## src/rtl/led_seq_pkg.sv

```systemverilog
// rtl/led_seq_pkg.sv - shared types and constants for the LED colour sequencer
// Contents: FSM state and mode enums, store-width/LED-address constants,
// default six-colour table (index 0 in the most significant word).
package led_seq_pkg;

    typedef enum logic [1:0] {
        ST_IDLE  = 2'd0,
        ST_WRITE = 2'd1,
        ST_DWELL = 2'd2,
        ST_DONE  = 2'd3
    } led_seq_state_t;

    typedef enum logic [1:0] {
        MODE_LOOP     = 2'b00,
        MODE_PINGPONG = 2'b01,
        MODE_ONESHOT  = 2'b10,
        MODE_HOLD     = 2'b11
    } led_seq_mode_t;

    localparam logic [2:0]  FUNCT3_SW     = 3'b010;
    localparam logic [31:0] LED_MMIO_ADDR = 32'hFFFF_FFFC;

    localparam int DEFAULT_NUM_STEPS = 6;
    localparam logic [DEFAULT_NUM_STEPS*32-1:0] DEFAULT_STEP_COLORS = {
        32'hFFFF_0000, 32'hFFFF_FF00, 32'hFF00_FF00,
        32'h0000_FFFF, 32'h0000_00FF, 32'h00FF_00FF
    };

endpackage

```

## src/rtl/led_sequencer_if.sv

```systemverilog
// rtl/led_sequencer_if.sv - data-memory store port driven by the LED sequencer
// Signals: dmem_wren (store strobe), dmem_address, dmem_data_in, funct3.
// master: the sequencer (drives); slave: the memory (receives).
interface led_sequencer_if;
    logic        dmem_wren;
    logic [31:0] dmem_address;
    logic [31:0] dmem_data_in;
    logic [2:0]  funct3;

    modport master (
        output dmem_wren,
        output dmem_address,
        output dmem_data_in,
        output funct3
    );

    modport slave (
        input dmem_wren,
        input dmem_address,
        input dmem_data_in,
        input funct3
    );
endinterface

```

## src/rtl/dwell_timer.sv

```systemverilog
// rtl/dwell_timer.sv - loadable, freezable dwell down-counter
// Ports: clk, reset (sync active-low), load/load_value (reload, wins over
// counting), enable (count when high, freeze when low), expired (current
// cycle is the last dwell cycle, or the count is already exhausted).
module dwell_timer #(
    parameter int WIDTH = 22
) (
    input  logic             clk,
    input  logic             reset,
    input  logic             load,
    input  logic [WIDTH-1:0] load_value,
    input  logic             enable,
    output logic             expired
);

    logic [WIDTH-1:0] count;

    always_ff @(posedge clk) begin
        if (!reset) begin
            count <= '0;
        end else if (load) begin
            count <= load_value;
        end else if (enable && (count != '0)) begin
            count <= count - WIDTH'(1);
        end
    end

    // A count of N gives N dwell cycles: the cycle holding 1 is the last.
    // Zero also reports expired so a count frozen at 0 by hold advances on release.
    assign expired = (count <= WIDTH'(1));

endmodule

```

## src/rtl/led_sequencer.sv

```systemverilog
// rtl/led_sequencer.sv - parametrised LED colour sequencer driving the LED store port
// Ports: clk, reset (sync active-low), enable, mode (00 loop, 01 ping-pong,
// 10 one-shot, 11 hold), step_req, dwell_load/dwell_value, store (master
// store port), step_index, done. All outputs registered.
module led_sequencer
    import led_seq_pkg::*;
#(
    parameter int                      NUM_STEPS     = DEFAULT_NUM_STEPS,
    parameter int                      DWELL_WIDTH   = 22,
    parameter int                      DWELL_DEFAULT = 3000000,
    parameter logic [31:0]             LED_ADDR      = LED_MMIO_ADDR,
    parameter logic [NUM_STEPS*32-1:0] STEP_COLORS   = DEFAULT_STEP_COLORS,
    localparam int                     IDX_W         = (NUM_STEPS > 1) ? $clog2(NUM_STEPS) : 1
) (
    input  logic                   clk,
    input  logic                   reset,
    input  logic                   enable,
    input  logic [1:0]             mode,
    input  logic                   step_req,
    input  logic                   dwell_load,
    input  logic [DWELL_WIDTH-1:0] dwell_value,
    led_sequencer_if.master        store,
    output logic [IDX_W-1:0]       step_index,
    output logic                   done
);

    localparam logic [IDX_W-1:0] LAST_IDX = IDX_W'(NUM_STEPS - 1);

    led_seq_state_t   state;
    led_seq_mode_t    mode_e;
    logic             dir_up;
    logic [DWELL_WIDTH-1:0] dwell_reg;
    logic [DWELL_WIDTH-1:0] load_value;
    logic             timer_load;
    logic             timer_en;
    logic             timer_expired;
    logic             do_advance;
    logic [IDX_W-1:0] adv_idx;
    logic             adv_up;
    logic             adv_done;
    logic [31:0]      color_tab [NUM_STEPS];

    assign mode_e = led_seq_mode_t'(mode);

    // Colour table is given most-significant word first, so index 0 is the top word.
    for (genvar g = 0; g < NUM_STEPS; g++) begin : g_color
        assign color_tab[g] = STEP_COLORS[(NUM_STEPS-1-g)*32 +: 32];
    end

    // A dwell_load coinciding with WRITE feeds the new value straight into the counter.
    assign load_value = dwell_load ? dwell_value : dwell_reg;
    assign timer_load = enable && (state == ST_WRITE);
    assign timer_en   = enable && (state == ST_DWELL) && (mode_e != MODE_HOLD);

    dwell_timer #(
        .WIDTH (DWELL_WIDTH)
    ) u_dwell_timer (
        .clk        (clk),
        .reset      (reset),
        .load       (timer_load),
        .load_value (load_value),
        .enable     (timer_en),
        .expired    (timer_expired)
    );

    // Advance happens straight out of WRITE when there is no dwell (except in
    // hold, which only ever moves on step_req), or at the end of DWELL.
    always_comb begin
        do_advance = 1'b0;
        if (enable) begin
            case (state)
                ST_WRITE: do_advance = (load_value == '0) && (mode_e != MODE_HOLD);
                ST_DWELL: do_advance = (mode_e == MODE_HOLD) ? step_req : timer_expired;
                default:  do_advance = 1'b0;
            endcase
        end
    end

    // Next index/direction for one advance; hold uses the loop rule.
    always_comb begin
        adv_idx  = step_index;
        adv_up   = dir_up;
        adv_done = 1'b0;
        case (mode_e)
            MODE_PINGPONG: begin
                if (NUM_STEPS > 1) begin
                    // Reverse on the same advance so the end steps are not repeated.
                    if (step_index == LAST_IDX) begin
                        adv_up = 1'b0;
                    end else if (step_index == '0) begin
                        adv_up = 1'b1;
                    end
                    adv_idx = adv_up ? step_index + IDX_W'(1) : step_index - IDX_W'(1);
                end
            end
            MODE_ONESHOT: begin
                if (step_index == LAST_IDX) begin
                    adv_done = 1'b1;
                end else begin
                    adv_idx = step_index + IDX_W'(1);
                end
            end
            default: begin
                adv_idx = (step_index == LAST_IDX) ? '0 : step_index + IDX_W'(1);
            end
        endcase
    end

    always_ff @(posedge clk) begin
        if (!reset) begin
            state              <= ST_IDLE;
            step_index         <= '0;
            dir_up             <= 1'b1;
            dwell_reg          <= DWELL_WIDTH'(DWELL_DEFAULT);
            done               <= 1'b0;
            store.dmem_wren    <= 1'b0;
            store.dmem_address <= LED_ADDR;
            store.dmem_data_in <= '0;
            store.funct3       <= FUNCT3_SW;
        end else begin
            if (dwell_load) begin
                dwell_reg <= dwell_value;
            end
            store.dmem_wren <= 1'b0;

            if (!enable) begin
                state      <= ST_IDLE;
                step_index <= '0;
                dir_up     <= 1'b1;
                done       <= 1'b0;
            end else if (do_advance) begin
                if (adv_done) begin
                    state <= ST_DONE;
                    done  <= 1'b1;
                end else begin
                    state              <= ST_WRITE;
                    step_index         <= adv_idx;
                    dir_up             <= adv_up;
                    store.dmem_wren    <= 1'b1;
                    store.dmem_data_in <= color_tab[adv_idx];
                end
            end else begin
                case (state)
                    ST_IDLE: begin
                        state              <= ST_WRITE;
                        store.dmem_wren    <= 1'b1;
                        store.dmem_data_in <= color_tab[step_index];
                    end
                    ST_WRITE: state <= ST_DWELL;
                    ST_DWELL: state <= ST_DWELL;
                    ST_DONE: begin
                        // Leaving one-shot restarts the sequence from the first colour.
                        if (mode_e != MODE_ONESHOT) begin
                            state              <= ST_WRITE;
                            step_index         <= '0;
                            done               <= 1'b0;
                            store.dmem_wren    <= 1'b1;
                            store.dmem_data_in <= color_tab[0];
                        end
                    end
                    default: state <= ST_IDLE;
                endcase
            end
        end
    end

endmodule
```

## src/flat_wrapper.sv

```systemverilog
// flat-port wrapper written by rule: the top's interface ports become plain ports
module led_sequencer_flat import led_seq_pkg::*;
#(
    parameter int                      NUM_STEPS     = DEFAULT_NUM_STEPS,
    parameter int                      DWELL_WIDTH   = 22,
    parameter int                      DWELL_DEFAULT = 3000000,
    parameter logic [31:0]             LED_ADDR      = LED_MMIO_ADDR,
    parameter logic [NUM_STEPS*32-1:0] STEP_COLORS   = DEFAULT_STEP_COLORS,
    localparam int                     IDX_W         = (NUM_STEPS > 1) ? $clog2(NUM_STEPS) : 1
)
  (clk, reset, enable, mode, step_req, dwell_load, dwell_value, step_index, done, store_dmem_wren, store_dmem_address, store_dmem_data_in, store_funct3);
  led_sequencer_if store_i ();
  input  logic clk;
  input  logic reset;
  input  logic enable;
  input  logic [1:0] mode;
  input  logic step_req;
  input  logic dwell_load;
  input  logic [DWELL_WIDTH-1:0] dwell_value;
  output logic [IDX_W-1:0] step_index;
  output logic done;
  output wire logic [$bits(store_i.dmem_wren)-1:0] store_dmem_wren;
  output wire logic [$bits(store_i.dmem_address)-1:0] store_dmem_address;
  output wire logic [$bits(store_i.dmem_data_in)-1:0] store_dmem_data_in;
  output wire logic [$bits(store_i.funct3)-1:0] store_funct3;
  assign store_dmem_wren = store_i.dmem_wren;
  assign store_dmem_address = store_i.dmem_address;
  assign store_dmem_data_in = store_i.dmem_data_in;
  assign store_funct3 = store_i.funct3;
  led_sequencer #(.NUM_STEPS(NUM_STEPS), .DWELL_WIDTH(DWELL_WIDTH), .DWELL_DEFAULT(DWELL_DEFAULT), .LED_ADDR(LED_ADDR), .STEP_COLORS(STEP_COLORS)) u_core (.clk(clk), .reset(reset), .enable(enable), .mode(mode), .step_req(step_req), .dwell_load(dwell_load), .dwell_value(dwell_value), .store(store_i), .step_index(step_index), .done(done));
endmodule
```

## config.mk

```make
export PLATFORM = sky130hd
export DESIGN_NAME = led_sequencer_flat
export DESIGN_NICKNAME = d
export VERILOG_FILES = /design/src/rtl/led_seq_pkg.sv /design/src/rtl/led_sequencer_if.sv /design/src/rtl/dwell_timer.sv /design/src/rtl/led_sequencer.sv /design/src/flat_wrapper.sv
export SDC_FILE = /design/constraint.sdc
export NUM_CORES = 1
export LEC_CHECK = 0
export BUFFER_PORTS_ARGS = -buffer_cell sky130_fd_sc_hd__buf_2
export CORE_UTILIZATION = 45
export DETAILED_ROUTE_END_ITERATION = 8
export GPL_ROUTABILITY_DRIVEN = 0
export PLACE_DENSITY = 0.72
export SKIP_CTS_REPAIR_TIMING = 1
export SLEW_MARGIN = 0
export SYNTH_ARGS = -nofsm -noshare
export SYNTH_HDL_FRONTEND = slang
export SYNTH_HIERARCHICAL = 1
export SYNTH_SLANG_ARGS = --single-unit
export TNS_END_PERCENT = 100
```

## constraint.sdc

```tcl
create_clock -name clk -period 2.55 [get_ports clk]
set_clock_uncertainty 0.15 [all_clocks]
set_input_delay 0.51 -clock clk [delete_from_list [all_inputs] [get_ports clk]]
set_output_delay 0.51 -clock clk [all_outputs]
set_load 0.005 [all_outputs]
```

==> results of run 1 <==
[final timing paths]
check,start,end,depth (start not counted)
worst max-delay path,u_core/u_dwell_timer/count[15],u_core/store.dmem_data_in[23],12
worst min-delay path,u_core/done,u_core/done,2
worst max register to register,u_core/u_dwell_timer/count[15],u_core/store.dmem_data_in[23],12
worst min register to register,u_core/done,u_core/done,2
[cells by family after synthesis]
family          after synthesis
simple gates                131
other cells                   2
fa+ha+maj                    16
buf+inv                      99
flops                        56
mux                          26
compound gates               99
xor+xnor                     17
[worst register-to-register path, stage by stage, from the launching register on]
cell	delay (ns)
dfxtp_1	0.33
nor4_2	0.31
buf_4	0.18
and4_1	0.22
nand2_1	0.08
nor2_1	0.14
mux2i_1	0.13
nor2_2	0.16
inv_1	0.10
a21oi_4	0.16
buf_6	0.15
o221ai_1	0.12
a21oi_1	0.16
[area by class of cell]
class / instances / share of cell area (%)
repair buffers: 104 / 14.1
multi-input cells: 324 / 53.3
clock buffers: 8 / 2.05
flip-flops and latches: 56 / 25.7
well taps: 105 / 2.98
inverters: 22 / 1.88
[layout by cell type, fill, tap and decap left out, types with 3 or more instances in the layout]
cell type	count
o21ai_2	3
and4_1	3
and3_1	5
inv_1	22
and2_1	13
mux2_2	18
ha_1	15
nand2_1	15
xor2_1	3
o21ai_0	30
nor3_1	7
nor2b_1	6
o21bai_1	3
mux2i_1	8
nor2_2	4
or2_2	8
nor2_1	18
xnor2_1	14
buf_2	65
conb_1	35
a211oi_1	6
nand4_1	4
or3_1	3
nor4_1	4
buf_4	38
nand3_1	11
a21oi_1	29
dfxtp_1	53
clkbuf_8	6
[where the power goes]
part	switching, uW	leakage (uW)	total [uW]	internal [uW]
registers	49.7	0.000462	972	923
clock network	279	0.0000455	501	222
logic	278	0.00142	505	227
[cells in the mapped netlist, types with 11 or more instances]
master     n  area (um^2)
nand3_1   11         55.1
inv_1     22         82.6
mux2_2    18          203
nand2_1   15         56.3
ha_1      16          200
xnor2_1   14          123
clkbuf_1  11         41.3
o21ai_0   32          160
a21oi_1   29          145
and2_1    13         81.3
buf_4     65          488
nor2_1    19         71.3
dfxtp_1   56         1120
[routing by layer]
layer | GRT usage, % | wire, um | part of all wire, % | vias to the layer above
li1 | - | - | - | 1629
met3 | 2.63 | 489 | 5.7 | 13
met1 | 24.9 | 3810 | 44 | 1512
met2 | 32.9 | 4090 | 48 | 126
met4 | 6.72 | 204 | 2.4 | 0
met5 | 0 | 0 | 0 | -
[through the flow]
step | power (uW) | TNS [ns] | utilization [%] | std cells | setup slack, ns
global route | 2090 | -0.112 | 52.8 | 619 | -0.0401
floorplan | 1390 | 0 | - | 479 | 0.0240
global placement | 1480 | -0.0235 | 51.1 | 610 | -0.0235
detailed placement | 1490 | -0.129 | 51.1 | 610 | -0.0816
finish | 1980 | 0 | 52.8 | 619 | 0.103
CTS | 1990 | -0.248 | 52.2 | 618 | -0.0747
==> flow_summary.yaml, run 1 <==
synthesis:
  synthSimpleGateAreaFrac_pct: 21.3
  synth.area.mux_share_pct: 7.19
  yosys_warnings: 6
  synth-edff-count: 0
  seq_area_frac_synth_pct: 28.5
  syn-cell-area_um2: 3930
  synth_cells: 446
  synth_cell_type_count: 71
  synth_top_family_by_area: "simple AND/OR/NAND/NOR gates"
  ys_seq_elements: 56
  synthFlopType: "dfxtp_1"
  async_flop_share_pct: 0
  synth_compound_area_share_pct: 18.1
  synthXorXnorAreaFrac_pct: 3.78
  synth_fa_ha_area_share_pct: 5.09
  avgSynthCellArea_um2: 8.82
cts:
  htree_levels: 2
  clk-insertion-delay-late_ns: 0.31
  clockBufferDepth: 2
  ctsRootBufferMaster: "clkbuf_8"
  numCtsBuffers: 5
  numClockSinks: 56
  clk_pin_slew_ns: 0.10
  cts_tree: "yes"
timing:
  hold_viol: 0
  post-route-period-util_pct: 96.0
  rsz0062_at_grt: "true"
  fmax_mhz: 409
  period_minus_slack_ns: 2.45
  setup_viol: 0
  maxSlewViolCount: 0
  hold_slack_ns: 0.318
power:
  leakagePower_uw: 0.00193
  peakVddDrop_uv: 235
  cellPowerDensity_nw_per_um2: 449
cells_and_area:
  multi_input_area_um2: 2350
  seq_area_um2: 1130
  n_antenna_cell: 0
  area_growth_pct: 12.0
  fin_area_um2: 4400
  fillers: 750
  nNetsFinal: 558
  drive_above_1_share_pct: 34.0
floorplanning:
  die_h_um: 95.5
  core_um2: 8340
  rows: 33
  die_area_um2: 9120
  start_util_pct: 47.2
  die_w_um: 95.5
  num_io_pins: 101
global_routing:
  grt_usage_pct: 19.3
  antenna_found_initial: 0
  grt-ovfl-total: 0
  grt_max_degree: 21
  grt_pass1_vias: 2914
  grt_pass1_wl_um: 13700
setup_path:
  crit_required_ns: 2.65
  critPathLaunchType: "flip-flop"
  critPathMaxFanout: 7
  cp-end-kind: "flip-flop"
  crit_arrival_ns: 2.54
  critical_path_class: "reg -> reg"
  regToRegSetupSlack_ns: 0.10
  crit_slowest_cell: "dfxtp_1"
  cp_num_buf_inv: 3
  path_cells: "nor4_2, buf_4, and4_1, nand2_1, nor2_1, mux2i_1, nor2_2, inv_1, a21oi_4, buf_6, o221ai_1, a21oi_1"
  critPathTopFamily: "simple AND/OR/NAND/NOR gates"
  slowest_delay_ns: 0.33
detailed_routing:
  first_pass_iters: 5
  vias_per_cell: 5.30
  drt_iter0_markers: 171
  drcViolationCount: 0
  wire_per_inst_um: 13.9
  wl_um: 8590
  ant_nets: 0
  num_vias: 3280
placement:
  io_buffers: 65
  placed_area_um2: 4260
  place_hpwl_um: 6870
hold_path:
  hp-class: "reg -> reg"
job:
  cap_violations: 0
outcome:
  outcome: "complete, no violations"
Power figures use the tool's default switching activity.
==> run 2: changes to the inputs <==
--- a/config.mk
+++ b/config.mk
@@ -9,7 +9,7 @@
 export CORE_UTILIZATION = 45
 export DETAILED_ROUTE_END_ITERATION = 8
 export GPL_ROUTABILITY_DRIVEN = 0
-export PLACE_DENSITY = 0.72
+export PLACE_DENSITY = 0.69
 export SKIP_CTS_REPAIR_TIMING = 1
 export SLEW_MARGIN = 0
 export SYNTH_ARGS = -nofsm -noshare
==> run 2 against run 1 <==
  * Register-to-register slack better by 0.03 ns
  * First-iteration DRC count down 5.8%
  * Non-clock buffer count down 1
==> flow_summary.yaml, run 2 (same netlist as run 1, synthesis figures left out) <==
placement:
  place_hpwl_um: 7080
  placed_area_um2: 4250
  io_buffers: 65
  dpl_worst_slack_ns: -0.0456
setup_path:
  crit_required_ns: 2.66
  crit_arrival_ns: 2.53
  reg2reg_from: "u_core/step_index[0]"
  cp-end-kind: "flip-flop"
  reg2reg_depth: 10
  critPathLaunchType: "flip-flop"
  path_cells: "ha_1, inv_2, ha_4, or3b_2, o311ai_1, a221oi_1, buf_4, o21bai_1, mux2i_1, o211a_1"
  reg2reg_to: "u_core/store.dmem_data_in[30]"
  critPathMaxFanout: 5
  slowest_delay_ns: 0.43
  critical_path_class: "reg -> reg"
  cp_num_buf_inv: 2
  critPathTopFamily: "compound AO/OA/AOI/OAI gates"
  regToRegSetupSlack_ns: 0.13
  crit_slowest_cell: "or3b_2"
cells_and_area:
  drive_above_1_share_pct: 34.1
  fin_area_um2: 4380
  n_antenna_cell: 0
  fillers: 801
  final_common_cell: "buf_2"
  area_growth_pct: 11.4
  utilization_pct: 52.5
  final_cell_mix: "65 x buf_2, 54 x dfxtp_1, 38 x buf_4"
  nNetsFinal: 557
power:
  leakagePower_uw: 0.00193
  pwr-share-comb_pct: 25.3
  switching_share_pct: 31.2
  seqPwrFrac_pct: 49.1
  power.internal_uw: 1360
  cellPowerDensity_nw_per_um2: 452
  p_total_uw: 1980
  p_switching_uw: 618
  peakVddDrop_uv: 206
  clkPwrFrac_pct: 25.6
cts:
  clk_pin_slew_ns: 0.10
  numCtsBuffers: 5
  numClockSinks: 56
  ctsRootBufferMaster: "clkbuf_8"
  clockBufferDepth: 2
  cts_tree: "yes"
  htree_levels: 2
  clk-insertion-delay-late_ns: 0.31
timing:
  period_minus_slack_ns: 2.42
  relSlewSlack_pct: 61.8
  fmax_mhz: 414
  setup_viol: 0
  maxSlewViolCount: 0
  worst_pin_slew_ns: 0.568
  worst_slack_ns: 0.134
  hold_viol: 0
  tns_ns: 0
  post-route-period-util_pct: 94.8
  rsz0062_at_grt: "false"
outcome:
  outcome: "complete, no violations"
detailed_routing:
  first_pass_iters: 5
  num_vias: 3284
  wire_per_inst_um: 14.6
  wl_um: 9010
  drt_iter0_markers: 161
  vias_per_cell: 5.31
  drcViolationCount: 0
  ant_nets: 0
floorplanning:
  die_area_um2: 9120
  core_um2: 8340
  die_w_um: 95.5
  rows: 33
  num_io_pins: 101
  die_h_um: 95.5
  start_util_pct: 47.2
global_routing:
  grt-ovfl-total: 0
  grt_usage_pct: 19.8
  grt_max_degree: 28
  antenna_found_initial: 0
  grt_pass1_wl_um: 14100
  grt_pass1_vias: 3029
hold_path:
  hp-class: "reg -> reg"
  hold_start: "u_core/done"
  whs_endpoint: "u_core/done"
  worst_hold_path.num_cells: 2
job:
  cap_violations: 0
run 2: cell types whose count changed in the layout (fill, tap and decap cells not counted), sizes merged:
cell    before  now
buf        104  103
clkbuf       8    6
clkinv       0    2
run 2: worst max path at each step:
| stage | startpoint | cells past startpoint | slack [ns] | end |
|---|---|---|---|---|
| global route | u_core/step_index[0] | 10 | 0.009 | u_core/store.dmem_data_in[7] |
| detailed placement | mode[0] | 9 | -0.05 | u_core/store.dmem_data_in[30] |
| global placement | mode[0] | 9 | 0.001 | u_core/store.dmem_data_in[30] |
| CTS | u_core/step_index[0] | 10 | -0.007 | u_core/store.dmem_data_in[30] |
| floorplan | u_core/u_dwell_timer/count[21] | 11 | 0.02 | u_core/store.dmem_data_in[15] |
| finish | u_core/step_index[0] | 10 | 0.13 | u_core/store.dmem_data_in[30] |
run 2: through the flow:
step / hold WS, ns / instances
floorplan: 0.298 / 479
global placement: 0.294 / 609
detailed placement: 0.303 / 609
CTS: 0.318 / 617
global route: 0.344 / 618
finish: 0.315 / 618
run 2: area by class of cell:
type                       count  area, um^2  area share, %
multi-input combinational    324        2330           53.3
sequential                    56        1130           25.8
timing repair buffer         103         611           13.9
tap                          105         131           3.00
clock buffer                   6        82.6           1.89
inverter                      22        82.6           1.89
clock inverter                 2        10.0          0.229
run 2: power groups by stage:
stage,Sequential (uW),Combinational (uW),Clock (uW)
floorplan,988,405,0
global placement,991,486,0
detailed placement,994,493,0
CTS,974,497,521
global route,981,552,553
finish,972,501,507
run 2: worst reg2reg max path: stages, from the launching register on:
cell      delay, ns
dfxtp_4        0.37
ha_1           0.20
inv_2          0.07
ha_4           0.20
or3b_2         0.43
o311ai_1       0.10
a221oi_1       0.13
buf_4          0.16
o21bai_1       0.15
mux2i_1        0.22
o211a_1        0.19
run 2: metal layers:
layer  vias to the layer above  track usage, %  part of all wire, %
li1                       1617               -                    -
met1                      1560            25.1                   47
met2                        97            34.3                   48
met3                        10            2.63                  3.7
met4                         0            6.22                  1.8
met5                         -               0                    0
==> run 3: changes to the inputs <==
--- a/config.mk
+++ b/config.mk
@@ -5,11 +5,12 @@
 export SDC_FILE = /design/constraint.sdc
 export NUM_CORES = 1
 export LEC_CHECK = 0
+export ABC_AREA = 1
 export BUFFER_PORTS_ARGS = -buffer_cell sky130_fd_sc_hd__buf_2
 export CORE_UTILIZATION = 45
 export DETAILED_ROUTE_END_ITERATION = 8
 export GPL_ROUTABILITY_DRIVEN = 0
-export PLACE_DENSITY = 0.69
+export PLACE_DENSITY = 0.75
 export SKIP_CTS_REPAIR_TIMING = 1
 export SLEW_MARGIN = 0
 export SYNTH_ARGS = -nofsm -noshare
==> constraint.sdc (replaced) <==
create_clock -name clk -period 2 [get_ports clk]
set_clock_uncertainty 0.15 [all_clocks]
set_input_delay 0.4 -clock clk [delete_from_list [all_inputs] [get_ports clk]]
set_output_delay 0.4 -clock clk [all_outputs]
set_load 0.005 [all_outputs]
==> run 3 against run 2 <==
  * The flow now finishes with violations (design-rule violations, negative setup slack)
  * Total power rose by 56%
  * Critical endpoint is now u_core/step_index[1]
  * Die area rose by 4.8%
  * Routed wire length rose by 21%
  * Clock power rose by 28%
  * Final area rose by 20%
  * Synthesized cell count rose by 47%
  * Clock-buffer cell count did not move
  * Non-clock buffer count rose by 75
  * Core utilization rose by 7.3 points
  * First-iteration DRC count rose by 59%
  * Largest cell class unchanged
  * Hold slack got worse by 0.15 ns
==> flow_summary.yaml, run 3 <==
global_routing:
  grt-ovfl-total: 0
  top_usage_layer: "met2"
  use_met3_pct: 2.43
  grt_pass1_vias: 4138
  use_met1_pct: 29.0
  grt_usage_pct: 22.9
  grt_pass1_wl_um: 18000
  antenna_found_initial: 0
  grt_max_degree: 22
  use_met2_pct: 40.0
detailed_routing:
  num_vias: 4441
  vias_per_cell: 4.89
  first_pass_iters: 7
  ant_nets: 0
  wl_um: 10900
  wire_per_inst_um: 12.0
  drcViolationCount: 14
  drt_iter0_markers: 256
timing:
  maxSlewViolCount: 0
  worst_slack_ns: -0.151
  hold_viol: 0
  post-route-period-util_pct: 108
  setup_viol: 12
  rsz0062_at_grt: "true"
  period_minus_slack_ns: 2.15
  fmax_mhz: 465
cells_and_area:
  final_common_cell: "nand2_1"
  final_cell_mix: "196 x nand2_1, 111 x buf_4, 65 x buf_2"
  nNetsFinal: 844
  instances_no_fill: 908
  seq_area_um2: 1130
  area_growth_pct: 27.6
  drive_above_1_share_pct: 31.4
  n_antenna_cell: 0
  fillers: 795
  multi_input_area_um2: 2440
placement:
  dp.cells: 896
  dpl_worst_slack_ns: -0.334
  io_buffers: 65
  place_hpwl_um: 8580
synthesis:
  synth_top_cell_by_area: "dfxtp_1"
  synth_cell_type_count: 40
  ys_seq_elements: 56
  synth_cells: 655
  avgSynthCellArea_um2: 6.30
  yosysTopAreaCellShare_pct: 27.2
  synth-edff-count: 0
  yosysMostFrequentCell: "nand2_1"
  yosys_warnings: 6
  async_flop_share_pct: 0
  seq_area_frac_synth_pct: 27.2
  syn-cell-area_um2: 4130
  synth_commonest_cells: "202 x nand2_1, 69 x nor2_1, 66 x buf_4, 65 x inv_1, 56 x dfxtp_1"
  synthFlopType: "dfxtp_1"
  synthTopCellsByArea: "dfxtp_1 27%, nand2_1 18%, buf_4 12%, nand3_1 6.7%, nor2_1 6.3%"
power:
  peakVddDrop_uv: 325
  p_total_uw: 3090
  cellPowerDensity_nw_per_um2: 588
  leakagePower_uw: 0.00290
setup_path:
  critical_path_class: "reg -> reg"
  reg2reg_to: "u_core/step_index[1]"
  crit_arrival_ns: 2.22
  crit_required_ns: 2.07
  critPathLaunchType: "flip-flop"
  critPathMaxFanout: 5
  regToRegSetupSlack_ns: -0.15
  reg2reg_depth: 13
  crit_end: "u_core/step_index[1]"
  cp-end-kind: "flip-flop"
  reg2reg_from: "u_core/u_dwell_timer/count[8]"
  cp-startpoint: "u_core/u_dwell_timer/count[8]"
cts:
  clk_pin_slew_ns: 0.11
  numCtsBuffers: 5
  htree_levels: 2
  cts_tree: "yes"
  ctsRootBufferMaster: "clkbuf_8"
  numClockSinks: 56
  clk-insertion-delay-late_ns: 0.32
  clockBufferDepth: 2
floorplanning:
  die_area_um2: 9560
  start_util_pct: 46.9
  num_io_pins: 101
  core_um2: 8810
  die_w_um: 97.8
  rows: 34
  die_h_um: 97.8
hold_path:
  hp-class: "in -> reg"
job:
  cap_violations: 0
outcome:
  outcome: "complete, but fails checks"
  violations: "design-rule violations, negative setup slack"
==> run 3: cell count changes after synthesis, moves of 6 or more <==
| cell | change |
|---|---|
| mux2i_1 | -7 |
| mux2_2 | -18 |
| inv_1 | +43 |
| nand3_1 | +44 |
| nand2_1 | +187 |
| or2_2 | -6 |
| and2_1 | -12 |
| o21ai_1 | +6 |
| nor2b_1 | -6 |
| nor2_1 | +50 |
| xnor2_1 | -12 |
| o21ai_0 | -12 |
==> run 3: layout make-up <==
type / count / area share [%]
flip-flops and latches: 56 / 21.5
repair buffers: 178 / 22.8
inverters: 72 / 5.25
clock inverters: 2 / 0.309
well taps: 108 / 2.57
clock buffers: 6 / 1.38
multi-input cells: 486 / 46.2
==> run 3: worst min path at each step <==
stage / depth (start not counted) / start / endpoint / slack, ns
floorplan: 2 / u_core/dwell_reg[10] / u_core/dwell_reg[10] / 0.27
global placement: 2 / u_core/dwell_reg[7] / u_core/dwell_reg[7] / 0.28
detailed placement: 2 / u_core/dwell_reg[10] / u_core/dwell_reg[10] / 0.30
CTS: 3 / dwell_value[19] / u_core/dwell_reg[19] / 0.16
global route: 3 / dwell_value[14] / u_core/dwell_reg[14] / 0.16
finish: 3 / dwell_value[6] / u_core/dwell_reg[6] / 0.17
==> run 3: per-layer routing <==
metal | wire [um] | vias up
met2 | 5240 | 191
met3 | 647 | 25
met1 | 4760 | 1981
met5 | 0 | -
met4 | 246 | 0
li1 | - | 2244
==> run 3: logic make-up after synthesis <==
group	Yosys count	share of synthesized area, %
buffers and inverters	147	19.9
XOR/XNOR	5	1.06
other	2	0.182
multiplexers	1	0.243
flip-flops	56	27.2
AND/OR/NAND/NOR	363	38.2
adder cells (fa/ha/maj)	16	4.85
AO/OA/AOI/OAI	65	8.40
==> run 3: stage by stage <==
stage / cell area [um^2] / hold WS, ns / utilization, % / TNS, ns
finish: 5270 / 0.166 / 59.8 / -1.17
global route: 5270 / 0.162 / 59.8 / -2.46
CTS: 5170 / 0.159 / 58.7 / -1.48
detailed placement: 5080 / 0.300 / 57.7 / -3.14
global placement: 5080 / 0.283 / 57.7 / -2.52
floorplan: 4320 / 0.274 / - / 0
==> run 3: worst max-delay path: stages (launching register included) <==
cell      delay, ns
dfxtp_1        0.34
nor2_2         0.14
nand2_2        0.10
nor2_2         0.14
nand4_1        0.12
a21boi_2       0.16
o21a_1         0.14
o21ai_2        0.08
nand2_2        0.13
nand2_4        0.10
nor2_4         0.17
nor2_4         0.07
o21ai_2        0.16
a21oi_2        0.05
==> run 3: where the power goes <==
group / switching [uW] / leakage (uW) / internal (uW)
combinational: 679 / 0.00239 / 544
clock: 400 / 0.0000414 / 251
sequential: 41.5 / 0.000463 / 1180
total: 1120 / 0.00290 / 1970
